`config.mk`:
```
export PLATFORM = sky130hd
export DESIGN_NAME = br_predict_resolve_flat
export DESIGN_NICKNAME = d
export VERILOG_FILES = /design/src/rtl/br_predict_resolve_pkg.sv /design/src/rtl/br_predict_resolve_if.sv /design/src/rtl/br_predict_resolve_sat_counter.sv /design/src/rtl/br_predict_resolve.sv /design/src/flat_wrapper.sv
export SDC_FILE = /design/constraint.sdc
export NUM_CORES = 1
export LEC_CHECK = 0
export CAP_MARGIN = 20
export CORE_ASPECT_RATIO = 0.9
export CORE_MARGIN = 1
export CORE_UTILIZATION = 32
export DETAILED_ROUTE_END_ITERATION = 16
export PLACE_DENSITY = 0.66
export SLEW_MARGIN = 20
export SYNTH_ARGS = -nofsm -noshare
export SYNTH_HDL_FRONTEND = slang
export SYNTH_SLANG_ARGS = --single-unit
```
`constraint.sdc`:
```
create_clock -name clk -period 3.1 [get_ports clk]
set_input_delay 0.62 -clock clk [delete_from_list [all_inputs] [get_ports clk]]
set_output_delay 0.62 -clock clk [all_outputs]
set_load 0.03 [all_outputs]
```
`src/rtl/br_predict_resolve_pkg.sv`:
```
// Shared LC-3b types for branch resolution and prediction.
// NZP condition type, PC-mux select encoding and the NZP match helper.
package lc3b_types;

  typedef logic [2:0] lc3b_nzp;

  typedef enum logic [1:0] {
    PCMUX_NEXT   = 2'd0,
    PCMUX_WB_TGT = 2'd1,
    PCMUX_TRAP   = 2'd2,
    PCMUX_PRED   = 2'd3
  } lc3b_pcmux_sel;

  function automatic logic nzp_match(
    input lc3b_nzp cc,
    input lc3b_nzp ir
  );
    return |(cc & ir);
  endfunction

endpackage

```
`src/rtl/br_predict_resolve_if.sv`:
```
// ID/WB bundle between the pipeline control path and branch resolution.
// Master drives stage info; slave returns prediction and PC-mux controls.
interface br_predict_resolve_if #(
  parameter int PC_W  = 16,
  parameter int CNT_W = 32
);
  import lc3b_types::*;

  logic            id_valid;
  logic            id_op_br;
  logic [PC_W-1:0] id_pc;
  logic            id_pred_taken;

  logic            wb_valid;
  logic            wb_op_br;
  logic            wb_op_jmp;
  logic            wb_op_trap;
  lc3b_nzp         wb_cc;
  lc3b_nzp         wb_ir_nzp;
  logic [PC_W-1:0] wb_pc;
  logic            wb_pred_taken;

  logic [1:0]       pc_mux_sel;
  logic             br_addr_sel;
  logic             mispredict;
  logic [CNT_W-1:0] perf_br_cnt;
  logic [CNT_W-1:0] perf_mis_cnt;

  modport master (
    output id_valid, id_op_br, id_pc,
    output wb_valid, wb_op_br, wb_op_jmp, wb_op_trap,
    output wb_cc, wb_ir_nzp, wb_pc, wb_pred_taken,
    input  id_pred_taken, pc_mux_sel, br_addr_sel,
    input  mispredict, perf_br_cnt, perf_mis_cnt
  );

  modport slave (
    input  id_valid, id_op_br, id_pc,
    input  wb_valid, wb_op_br, wb_op_jmp, wb_op_trap,
    input  wb_cc, wb_ir_nzp, wb_pc, wb_pred_taken,
    output id_pred_taken, pc_mux_sel, br_addr_sel,
    output mispredict, perf_br_cnt, perf_mis_cnt
  );

endinterface

```
`src/rtl/br_predict_resolve_sat_counter.sv`:
```
// Saturating up/down counter with enable; one PHT entry.
// Holds at all-ones when counting up and at zero when counting down.
module sat_counter #(
  parameter int           W       = 2,
  parameter logic [W-1:0] RST_VAL = '0
) (
  input  logic         clk,
  input  logic         reset_n,
  input  logic         en,
  input  logic         up,
  output logic [W-1:0] q
);

  logic atMax;
  logic atMin;

  assign atMax = (q == {W{1'b1}});
  assign atMin = (q == '0);

  always_ff @(posedge clk or negedge reset_n) begin
    if (!reset_n) begin
      q <= RST_VAL;
    end else if (en) begin
      if (up && !atMax) begin
        q <= q + 1'b1;
      end else if (!up && !atMin) begin
        q <= q - 1'b1;
      end
    end
  end

endmodule

```
`src/rtl/br_predict_resolve.sv`:
```
// WB branch resolution with a PC-indexed PHT feeding ID predictions.
// Define BR_PERF_CNT_EN to add resolved-branch/mispredict counters.
module br_predict_resolve
  import lc3b_types::*;
#(
  parameter int PC_W     = 16,
  parameter int IDX_BITS = 4,
  parameter int CTR_BITS = 2,
  parameter int CNT_W    = 32
) (
  input logic           clk,
  input logic           reset_n,
  br_predict_resolve_if.slave bus
);

  localparam int NENT = 2 ** IDX_BITS;
  localparam logic [CTR_BITS-1:0] CTR_RST =
    CTR_BITS'((1 << (CTR_BITS - 1)) - 1);

  logic                taken;
  logic                wbBr;
  logic                mis;
  logic                idBr;
  logic                predTaken;
  logic [IDX_BITS-1:0] idIdx;
  logic [IDX_BITS-1:0] wbIdx;
  logic [CTR_BITS-1:0] ctr [NENT];
  lc3b_pcmux_sel       sel;
  logic                addrSel;
  logic                unusedPcBits;

  assign taken = nzp_match(bus.wb_cc, bus.wb_ir_nzp);
  assign wbBr  = bus.wb_valid & bus.wb_op_br;
  assign mis   = wbBr & (taken != bus.wb_pred_taken);
  assign idBr  = bus.id_valid & bus.id_op_br;

  // PCs are word-aligned, so bit 0 carries no index information
  assign idIdx = bus.id_pc[IDX_BITS:1];
  assign wbIdx = bus.wb_pc[IDX_BITS:1];

  assign unusedPcBits = ^{
    bus.id_pc[PC_W-1:IDX_BITS+1], bus.id_pc[0],
    bus.wb_pc[PC_W-1:IDX_BITS+1], bus.wb_pc[0]
  };

  for (genvar g = 0; g < NENT; g++) begin : gPht
    sat_counter #(
      .W      (CTR_BITS),
      .RST_VAL(CTR_RST)
    ) uCtr (
      .clk    (clk),
      .reset_n(reset_n),
      .en     (wbBr && (wbIdx == IDX_BITS'(g))),
      .up     (taken),
      .q      (ctr[g])
    );
  end

  assign predTaken = idBr & ctr[idIdx][CTR_BITS-1];

  always_comb begin
    sel     = PCMUX_NEXT;
    addrSel = 1'b0;
    priority case (1'b1)
      bus.wb_valid & bus.wb_op_jmp:  sel = PCMUX_WB_TGT;
      bus.wb_valid & bus.wb_op_trap: sel = PCMUX_TRAP;
      mis: begin
        sel     = PCMUX_WB_TGT;
        addrSel = ~taken;
      end
      predTaken: sel = PCMUX_PRED;
      default:   sel = PCMUX_NEXT;
    endcase
  end

  assign bus.id_pred_taken = predTaken;
  assign bus.pc_mux_sel    = sel;
  assign bus.br_addr_sel   = addrSel;
  assign bus.mispredict    = mis;

`ifdef BR_PERF_CNT_EN
  logic [CNT_W-1:0] brCnt;
  logic [CNT_W-1:0] misCnt;

  always_ff @(posedge clk or negedge reset_n) begin
    if (!reset_n) begin
      brCnt  <= '0;
      misCnt <= '0;
    end else begin
      if (wbBr) brCnt <= brCnt + 1'b1;
      if (mis) misCnt <= misCnt + 1'b1;
    end
  end

  assign bus.perf_br_cnt  = brCnt;
  assign bus.perf_mis_cnt = misCnt;
`else
  assign bus.perf_br_cnt  = '0;
  assign bus.perf_mis_cnt = '0;
`endif

endmodule
```
`src/flat_wrapper.sv`:
```
// flat-port wrapper written by rule: the top's interface ports become plain ports
module br_predict_resolve_flat import lc3b_types::*;
#(
  parameter int PC_W     = 16,
  parameter int IDX_BITS = 4,
  parameter int CTR_BITS = 2,
  parameter int CNT_W    = 32
)
  (clk, reset_n, bus_id_valid, bus_id_op_br, bus_id_pc, bus_wb_valid, bus_wb_op_br, bus_wb_op_jmp, bus_wb_op_trap, bus_wb_cc, bus_wb_ir_nzp, bus_wb_pc, bus_wb_pred_taken, bus_id_pred_taken, bus_pc_mux_sel, bus_br_addr_sel, bus_mispredict, bus_perf_br_cnt, bus_perf_mis_cnt);
  br_predict_resolve_if #(.PC_W(PC_W), .CNT_W(CNT_W)) bus_i ();
  input logic clk;
  input logic reset_n;
  input wire logic [$bits(bus_i.id_valid)-1:0] bus_id_valid;
  input wire logic [$bits(bus_i.id_op_br)-1:0] bus_id_op_br;
  input wire logic [$bits(bus_i.id_pc)-1:0] bus_id_pc;
  input wire logic [$bits(bus_i.wb_valid)-1:0] bus_wb_valid;
  input wire logic [$bits(bus_i.wb_op_br)-1:0] bus_wb_op_br;
  input wire logic [$bits(bus_i.wb_op_jmp)-1:0] bus_wb_op_jmp;
  input wire logic [$bits(bus_i.wb_op_trap)-1:0] bus_wb_op_trap;
  input wire logic [$bits(bus_i.wb_cc)-1:0] bus_wb_cc;
  input wire logic [$bits(bus_i.wb_ir_nzp)-1:0] bus_wb_ir_nzp;
  input wire logic [$bits(bus_i.wb_pc)-1:0] bus_wb_pc;
  input wire logic [$bits(bus_i.wb_pred_taken)-1:0] bus_wb_pred_taken;
  output wire logic [$bits(bus_i.id_pred_taken)-1:0] bus_id_pred_taken;
  output wire logic [$bits(bus_i.pc_mux_sel)-1:0] bus_pc_mux_sel;
  output wire logic [$bits(bus_i.br_addr_sel)-1:0] bus_br_addr_sel;
  output wire logic [$bits(bus_i.mispredict)-1:0] bus_mispredict;
  output wire logic [$bits(bus_i.perf_br_cnt)-1:0] bus_perf_br_cnt;
  output wire logic [$bits(bus_i.perf_mis_cnt)-1:0] bus_perf_mis_cnt;
  assign bus_i.id_valid = bus_id_valid;
  assign bus_i.id_op_br = bus_id_op_br;
  assign bus_i.id_pc = bus_id_pc;
  assign bus_i.wb_valid = bus_wb_valid;
  assign bus_i.wb_op_br = bus_wb_op_br;
  assign bus_i.wb_op_jmp = bus_wb_op_jmp;
  assign bus_i.wb_op_trap = bus_wb_op_trap;
  assign bus_i.wb_cc = bus_wb_cc;
  assign bus_i.wb_ir_nzp = bus_wb_ir_nzp;
  assign bus_i.wb_pc = bus_wb_pc;
  assign bus_i.wb_pred_taken = bus_wb_pred_taken;
  assign bus_id_pred_taken = bus_i.id_pred_taken;
  assign bus_pc_mux_sel = bus_i.pc_mux_sel;
  assign bus_br_addr_sel = bus_i.br_addr_sel;
  assign bus_mispredict = bus_i.mispredict;
  assign bus_perf_br_cnt = bus_i.perf_br_cnt;
  assign bus_perf_mis_cnt = bus_i.perf_mis_cnt;
  br_predict_resolve #(.PC_W(PC_W), .IDX_BITS(IDX_BITS), .CTR_BITS(CTR_BITS), .CNT_W(CNT_W)) u_core (.clk(clk), .reset_n(reset_n), .bus(bus_i));
endmodule
```
* Word level (Yosys, flattened, before mapping)
Cells that the tools add are included.
** Word-level totals
- Register bits :: 32
- Output and inout port bits :: 69
- Input port bits :: 47
** Operators by class
- Magnitude comparators :: 1
- Bitwise gates (word level) :: 9
- Eq/ne operators :: 32
- Add/subtract/negate cells :: 32
- Reductions and logical operators :: 131
- Multiplexer cells :: 42
** Operator list (count)
- $mux W2 :: 38
- $logic_and A1 B1 Y1 :: 48
- $logic_not A1 Y1 :: 33
- $add A2 B1 Y2 const B :: 16
- $eq A2 B2 Y1 const B :: 16
- $eq A4 B4 Y1 const B :: 8
- $logic_not A2 Y1 :: 16
- $reduce_and A2 Y1 :: 16
- $reduce_bool A2 Y1 :: 16
- $sub A2 B1 Y2 const B :: 16
- $eq A4 B3 Y1 const B :: 4
- $bmux W2 S4 :: 1
- $eq A4 B2 Y1 const B :: 2
- $and A1 B1 Y1 :: 6
- $ge A5 B5 Y1 const B :: 1
- $not A4 Y5 :: 1
- $eq A4 B1 Y1 const B :: 1
- $logic_not A4 Y1 :: 1
- $and A3 B3 Y3 :: 1
- $mux W1 :: 3
- $reduce_or A3 Y1 :: 1
- $ne A1 B1 Y1 :: 1
- $not A1 Y1 :: 1

* Longest topological paths before layout
Gate-level depths: netlist of the first run.
- Depth after elaboration :: 9
- Depth in mapped cells :: 6

* By module
Synthesis of the first run repeated with hierarchy kept, for this count alone.
** Unflattened totals
- Cells, all modules :: 247
- Area total of the unflattened synthesis :: 2374.8 µm²
** Modules (own cells, without submodules)
- sat_counter :: seq. area each 51.3 µm², cells an instance 8, times used 16, area each 96.3 µm²
- br_predict_resolve :: seq. area each 0.0 µm², cells an instance 119, times used 1, area each 833.3 µm²

* Least setup slack after synthesis of the first run
OpenSTA, ideal clock, no wires.
- Path type :: input port to output port
- From :: input port bus_id_pc[1]
- To :: output port bus_pc_mux_sel[1]
- Arrival time :: 2.148 ns
- Slack :: 0.332 ns
- Buffers on the path :: 1
- Stages on the path :: 6
- Required time :: 2.480 ns
- Path through :: buf_2 mux2i_1 a22oi_1 nand4b_1 o22ai_1 o21a_1
** On the way
- Word-level cells in the longest chain between the ends :: 9
** RTL lines
- start, declared :: line flat_wrapper.sv:15 : input wire logic [$bits(bus_i.id_pc)-1:0] bus_id_pc;
- $not A4 Y5 (not written as such) :: line br_predict_resolve.sv:59 : assign predTaken = idBr & ctr[idIdx][CTR_BITS-1];
- $bmux W2 S4 :: line br_predict_resolve.sv:59
- $mux W2 (not written as such) (2 in a row) :: line br_predict_resolve.sv:59
- $and A1 B1 Y1 :: line br_predict_resolve.sv:59
- named net bus_id_pred_taken :: line flat_wrapper.sv:24 : output wire logic [$bits(bus_i.id_pred_taken)-1:0] bus_id_pred_taken;
- $mux W2 (4 in a row) :: line br_predict_resolve.sv:64 : priority case (1'b1)
- end, declared :: line flat_wrapper.sv:25 : output wire logic [$bits(bus_i.pc_mux_sel)-1:0] bus_pc_mux_sel;
The timed path passes the listed nets, and every way through them passes these cells. The select of a mux whose other input is x is not followed.

* Final worst setup path of the first run
- From :: input port bus_wb_ir_nzp[1]
- To :: output port bus_pc_mux_sel[0]
** On the way
- Word-level cells in the longest chain between the ends :: 7
** RTL lines
- start, declared :: line flat_wrapper.sv:21 : input wire logic [$bits(bus_i.wb_ir_nzp)-1:0] bus_wb_ir_nzp;
- $and A3 B3 Y3 :: line br_predict_resolve_pkg.sv:18 : return |(cc & ir);
- $reduce_or A3 Y1 :: line br_predict_resolve_pkg.sv:18
- $ne A1 B1 Y1 :: line br_predict_resolve.sv:34 : assign mis = wbBr & (taken != bus.wb_pred_taken);
- $and A1 B1 Y1 :: line br_predict_resolve.sv:34
- $mux W2 (3 in a row) :: line br_predict_resolve.sv:64
No other way between the ends.

==> results of run 1 <==
routing by layer:
metal | share of wire [%] | GRT usage (%) | up-vias
met1 | 49 | 19.09 | 923
met3 | 6.5 | 3.461 | 2
li1 | - | - | 943
met2 | 44 | 18.32 | 71
met5 | 0 | 0 | -
met4 | 0.29 | 2.657 | 0
cell families after synthesis:
| logic type | count (synthesis) | synth area share (%) |
|---|---|---|
| AOI/OAI and AO/OA | 82 | 20.19 |
| and+or+nand+nor | 90 | 17.78 |
| other | 1 | 0.1568 |
| buffers and inverters | 79 | 22.80 |
| muxes | 8 | 4.393 |
| xor gates and xnor gates | 1 | 0.3662 |
| DFF | 32 | 34.31 |
cells in the mapped netlist (2+ instances only):
master / count
mux4_2: 2
o211ai_1: 4
buf_4: 65
a211oi_1: 2
nor2b_1: 6
a21o_1: 2
o31ai_1: 7
nand3_1: 3
buf_2: 4
inv_1: 5
nand4b_1: 3
nand2_1: 29
a22oi_1: 3
nand4_1: 2
nor2_1: 34
clkbuf_1: 5
nand2b_1: 2
a21oi_1: 22
and3_1: 3
dfrtp_1: 16
mux2i_1: 6
dfstp_2: 16
o21ai_0: 34
worst register-to-register path: cells and delay by family, from the launching register on:
| kind | cells | cell delay (ps) |
|---|---|---|
| flip-flops | 1 | 570 |
| AO/OA/AOI/OAI | 2 | 340 |
| AND/OR/NAND/NOR | 1 | 50 |
where the power goes:
group | switching [mW] | internal (mW) | leakage, nW | total, mW
Combinational | 0.233 | 0.117 | 0.689 | 0.350
Clock | 0.153 | 0.181 | 0.0455 | 0.334
Sequential | 0.0715 | 0.528 | 0.362 | 0.600
Total | 0.458 | 0.826 | 1.10 | 1.28
per-stage QoR:
stage	area (µm²)	cells	total power, mW	worst slack (ps)
after floorplan	2629	356	0.9154	331.5
after global placement	2506	406	0.9405	31.21
after detailed placement	2506	406	0.9512	41.68
after CTS	2596	414	1.294	30.32
after global routing	2606	415	1.368	85.08
final	2606	415	1.284	182.7
repair_timing:
action                     CTS  global route
setup endpoints to repair    0             2
setup buffers                0             1
gates resized for setup      0             1
hold buffers                 0             0
area by class of cell:
cell class                 count  area share [%]
multi-input combinational    245           48.44
sequential                    32           31.49
timing repair buffer          32           11.43
tap                           93           4.465
clock buffer                   8           3.457
inverter                       5          0.7201
how the worst max path moves through the flow:
stage	startpoint	end	slack [ps]	cells past startpoint
finish	bus_wb_ir_nzp[1]	bus_pc_mux_sel[0]	180	8
global route	bus_wb_ir_nzp[1]	bus_pc_mux_sel[0]	90	8
CTS	bus_id_pc[1]	bus_pc_mux_sel[1]	30	6
detailed placement	bus_id_pc[1]	bus_pc_mux_sel[1]	40	8
global placement	bus_id_pc[1]	bus_pc_mux_sel[1]	30	6
floorplan	bus_id_pc[1]	bus_pc_mux_sel[1]	330	6
==> run metrics, run 1 <==
Seq/Total Area, Yosys=34.31%; gr usage total=12.81%; Hold Path Sink=u_core.gPht[5].uCtr.q[0]; reg2reg end=u_core.gPht[13].uCtr.q[0]; Via density=~4.7; final setup violation count=0; DRT Wirelength=~5000 µm; Worst Path Required=between 2000 and 2500 ps; row count=29; final count of hold timing violations=0; most frequent cells in the layout=conb_1 (64), nor2_1 (34), o21ai_0 (34); Slew Limit Fails=0; vias=approximately 1900; Max Root-Sink Buffers=2; unrepaired setup endpoints after global routing=false; diode count=0; top cell type's share of synthesized area=20.40%; max_slew headroom=47.78%; commonest non-fill, non-tap cell in the layout=conb_1; slowest CP cell=clkdlybuf4s50_1; Max rail drop VDD=between 0.2 and 0.25 mV; distinct cell type count after synthesis=41; Hold Crit Depth=2; syn avg cell area=8.165 µm²; Post-Synthesis Cells=just under 300; die height=84.03 µm; core area=~0.007 mm²; Sink Count=32; total negative slack=0 ps; H-tree depth=2; most numerous cell on the critical path=buf_4; #FFs+latches synth=32; status=finished, final reports clean; drt first pass iters=4; Worst-Skew Late Latency=approximately 280 ps; Overflow after GRT=0; Placer Congestion=0.7596; critical path cell sequence=clkdlybuf4s50_1, a222oi_1, buf_4, xnor2_1, and3b_1, o21ai_2, a21bo_1, buf_4; Cell Pwr Density=492.7 mW/mm²; DRC violations left=0; starting density of the core=33.47%; utilization after layout=36.46%; predominant post-synthesis flop cell=dfstp_2; critical path type=in2out; CP bufs+invs=3; EDFF count, synth=0; vias in the first global route=about 1600; routed len/inst=11.75 µm; initial drt markers=a little over 100; Ys Warns=0; fmax=342.8 MHz; crit share post-route=a little over nine tenths; Crit path max-delay family=buffers and inverters; r2r startpoint=u_core.gPht[13].uCtr.q[0]; register area=slightly above 800 µm²; Die ar.=0.007826 mm²; synthesized area=0.002392 mm²; fraction of layout instances using a drive strength above 1=around 11%; clock buffer count from CTS=5; max-cap viol count=0; Nets=between 300 and 400; largest net degree at the start of global routing=36; P_leak=1.096 nW; critical path startpoint category=input pin; Hold WC Path Type=reg2reg; Detailed Place HPWL=approximately 3500 µm; largest fanout on the critical path=2; top cells by area, synth=buf_4 (20%), dfstp_2 (18%), dfrtp_1 (17%); Final min period=2917 ps; initial antenna violation count=0; R2R cell count=3; post-route ant nets=0; cell taking the most area after synthesis=buf_4; slew at the pin with the worst max-slew slack=slightly below 800 ps; worst-case hold slack=roughly 490 ps; Top reg by flops=u_core.gPht.uCtr.q; final-layout fill cell count=between 700 and 800; slowest stage delay, CP=410 ps; Multi-input gate area=approximately 0.0013 mm²; die width=approximately 93 µm; area grow syn2layout=8.944%; biggest regs=u_core.gPht.uCtr.q x32; CTS tree=done; Crit. End Element=output port; worst hold start=u_core.gPht[5].uCtr.q[0]; num ports=roughly 120; Port-buffer cells=27; Post-Route Skew=3.674 ps; critical path arrival=2300 ps; global-route wire length before repair=slightly below 8000 µm; fraction of registers with async set/reset=100.0%; Largest register FFs=32; reg2reg setup slack=between 2000 and 2500 ps; clock root cell=clkbuf_8; Worst-path clk slew=about 70 ps
Power figures use the tool's default switching activity.
==> inputs of run 2 (changes only) <==
--- a/config.mk
+++ b/config.mk
@@ -9,6 +9,7 @@
 export CORE_ASPECT_RATIO = 0.9
 export CORE_MARGIN = 1
 export CORE_UTILIZATION = 32
+export CTS_BUF_LIST = sky130_fd_sc_hd__clkbuf_2 sky130_fd_sc_hd__clkbuf_4 sky130_fd_sc_hd__clkbuf_8
 export DETAILED_ROUTE_END_ITERATION = 16
 export PLACE_DENSITY = 0.66
 export SLEW_MARGIN = 20
==> run metrics, run 2 (synthesized netlist as in run 1, its figures left out) <==
Overflow after GRT=0 (unchanged); largest fanout on the critical path=2 (unchanged); final count of hold timing violations=0 (unchanged); most numerous cell on the critical path=buf_4; commonest non-fill, non-tap cell in the layout=conb_1; CP startpoint=bus_wb_ir_nzp[1]; Crit path max-delay family=buffers and inverters; Worst Path Required=2480 ps (about the same); Worst-Skew Late Latency=280 ps (about the same); Via density=4.689 (+0.36%); clock power share=27.0% (+1.0 points); Max rail drop VDD=0.2509 mV (+0.70%); num ports=116 (unchanged); clock root cell=clkbuf_8; biggest regs=u_core.gPht.uCtr.q x32; post-route ant nets=0 (unchanged); CP bufs+invs=3 (unchanged); Nets=368 (unchanged); slowest stage delay, CP=410 ps (about the same); Placer Congestion=0.7596 (unchanged); largest net degree at the start of global routing=36 (unchanged); starting density of the core=33.47% (unchanged); r2r startpoint=u_core.gPht[13].uCtr.q[0]; Gate power share=26.9% (-0.4 points); vias in the first global route=1626 (+0.81%); status=finished, final reports clean; CTS tree=done; Hold WC Path Type=reg2reg; Max Root-Sink Buffers=2 (unchanged); fraction of layout instances using a drive strength above 1=12.11% (+0.62 points); slew at the pin with the worst max-slew slack=777.0 ps (-4.370 ps); Worst-path clk slew=70 ps (about the same); Post-Route Skew=2.452 ps (-1.222 ps); most frequent cells in the layout=conb_1 (64), nor2_1 (34), o21ai_0 (34); utilization after layout=36.57% (+0.10 points); slowest CP cell=clkdlybuf4s50_1; total negative slack=0 ps (unchanged); P_leak=1.103 nW (+0.62%); critical path arrival=2300 ps (about the same); DRC violations left=0 (unchanged); Detailed Place HPWL=3488 µm (unchanged); drt first pass iters=4 (unchanged); routed len/inst=11.79 µm (+0.31%); Largest register FFs=32 (unchanged); Crit. End Element=output port; max-cap viol count=0 (unchanged); fmax=342.8 MHz (about the same); Top reg by flops=u_core.gPht.uCtr.q; Slew Limit Fails=0 (unchanged); Port-buffer cells=27 (unchanged); core area=0.007148 mm² (unchanged); reg2reg setup slack=2080 ps (about the same); P_sw=0.4584 mW (+0.11%); crit share post-route=94.11% (about the same); initial drt markers=104 (+2.0%); row count=29 (unchanged); unrepaired setup endpoints after global routing=false; Sw Share=35.20% (-0.45 points); worst-case hold slack=492.1 ps (-0.1840 ps); final-layout fill cell count=730 (-0.41%); DRT Wirelength=4892 µm (+0.31%); Sink Count=32 (unchanged); worst hold start=u_core.gPht[5].uCtr.q[0]; Die ar.=0.007826 mm² (unchanged); critical path type=in2out; final setup violation count=0 (unchanged); Tot Pwr=1.302 mW (+1.4%); critical path cell sequence=clkdlybuf4s50_1, a222oi_1, buf_4, xnor2_1, and3b_1, o21ai_2, a21bo_1, buf_4; global-route wire length before repair=7955 µm (+0.61%); diode count=0 (unchanged); vias=1946 (+0.36%); gr usage total=12.89% (+0.079 points); die width=93.14 µm (unchanged); area grow syn2layout=9.257%; critical path startpoint category=input pin; Pint=0.8437 mW (+2.1%); H-tree depth=2 (unchanged); max_slew headroom=48.07% (+0.29 points); Reg power frac=46.1% (-0.6 points); Final min period=2917 ps (+0.06700 ps); initial antenna violation count=0 (unchanged); die height=84.03 µm (unchanged); clock buffer count from CTS=5 (unchanged); Cell Pwr Density=498.2 mW/mm² (+1.1%)
run 2: final timing paths:
check                                                  to  cells past startpoint
worst min register to register   u_core.gPht[5].uCtr.q[0]                      2
worst min-delay path             u_core.gPht[5].uCtr.q[0]                      2
worst max-delay path                    bus_pc_mux_sel[0]                      8
max in group asynchronous       u_core.gPht[10].uCtr.q[0]                      2
worst max register to register  u_core.gPht[13].uCtr.q[0]                      3
min in group asynchronous        u_core.gPht[0].uCtr.q[1]                      2
run 2: tightest hold or removal path, delay by kind of cell (launching register included):
family,cells,cell delay (ps)
AOI/OAI and AO/OA,1,70
DFF,1,380
and+or+nand+nor,1,40
run 2: cell type report:
type                    count  area [µm²]  share of cell area [%]
clock buffers               8       97.59                   3.734
inverters                   5       18.77                  0.7180
multi-input cells         245        1262                   48.30
flip-flops and latches     32       820.8                   31.40
well taps                  93       116.4                   4.452
repair buffers             32       297.8                   11.39
run 2: metrics by stage:
step	setup slack, ps	area [µm²]	cells
after detailed placement	41.68	2506	406
final	182.6	2614	415
after floorplan	331.5	2629	356
after global placement	31.21	2506	406
after CTS	30.32	2604	414
after global routing	85.08	2614	415
run 2: timing repair:
| action | CTS | global route |
|---|---|---|
| setup endpoints to repair | 0 | 2 |
| setup buffers | 0 | 1 |
| hold buffers | 0 | 0 |
| gates resized for setup | 0 | 1 |
run 2: metal layers:
layer  track usage [%]  vias up  wire, µm
met3             3.734        4       308
met1             18.98      927      2404
met5                 0        -         0
li1                  -      945         -
met2             18.45       70      2158
met4             2.797        0        21
run 2: power by group through the flow:
stage	Clock (mW)	Sequential [mW]	Combinational [mW]
CTS	0.363	0.598	0.350
floorplan	0	0.583	0.332
finish	0.352	0.600	0.350
global route	0.385	0.611	0.391
global placement	0	0.599	0.341
detailed placement	0	0.601	0.350
==> inputs of run 3 (changes only) <==
--- a/config.mk
+++ b/config.mk
@@ -5,11 +5,12 @@
 export SDC_FILE = /design/constraint.sdc
 export NUM_CORES = 1
 export LEC_CHECK = 0
+export ABC_CLOCK_PERIOD_IN_PS = 3100
 export CAP_MARGIN = 20
 export CORE_ASPECT_RATIO = 0.9
-export CORE_MARGIN = 1
 export CORE_UTILIZATION = 32
 export CTS_BUF_LIST = sky130_fd_sc_hd__clkbuf_2 sky130_fd_sc_hd__clkbuf_4 sky130_fd_sc_hd__clkbuf_8
+export CTS_CLUSTER_DIAMETER = 100
 export DETAILED_ROUTE_END_ITERATION = 16
 export PLACE_DENSITY = 0.66
 export SLEW_MARGIN = 20
==> results of run 3 <==
No change in the layout: final DEF, timing and power equal those of run 2.
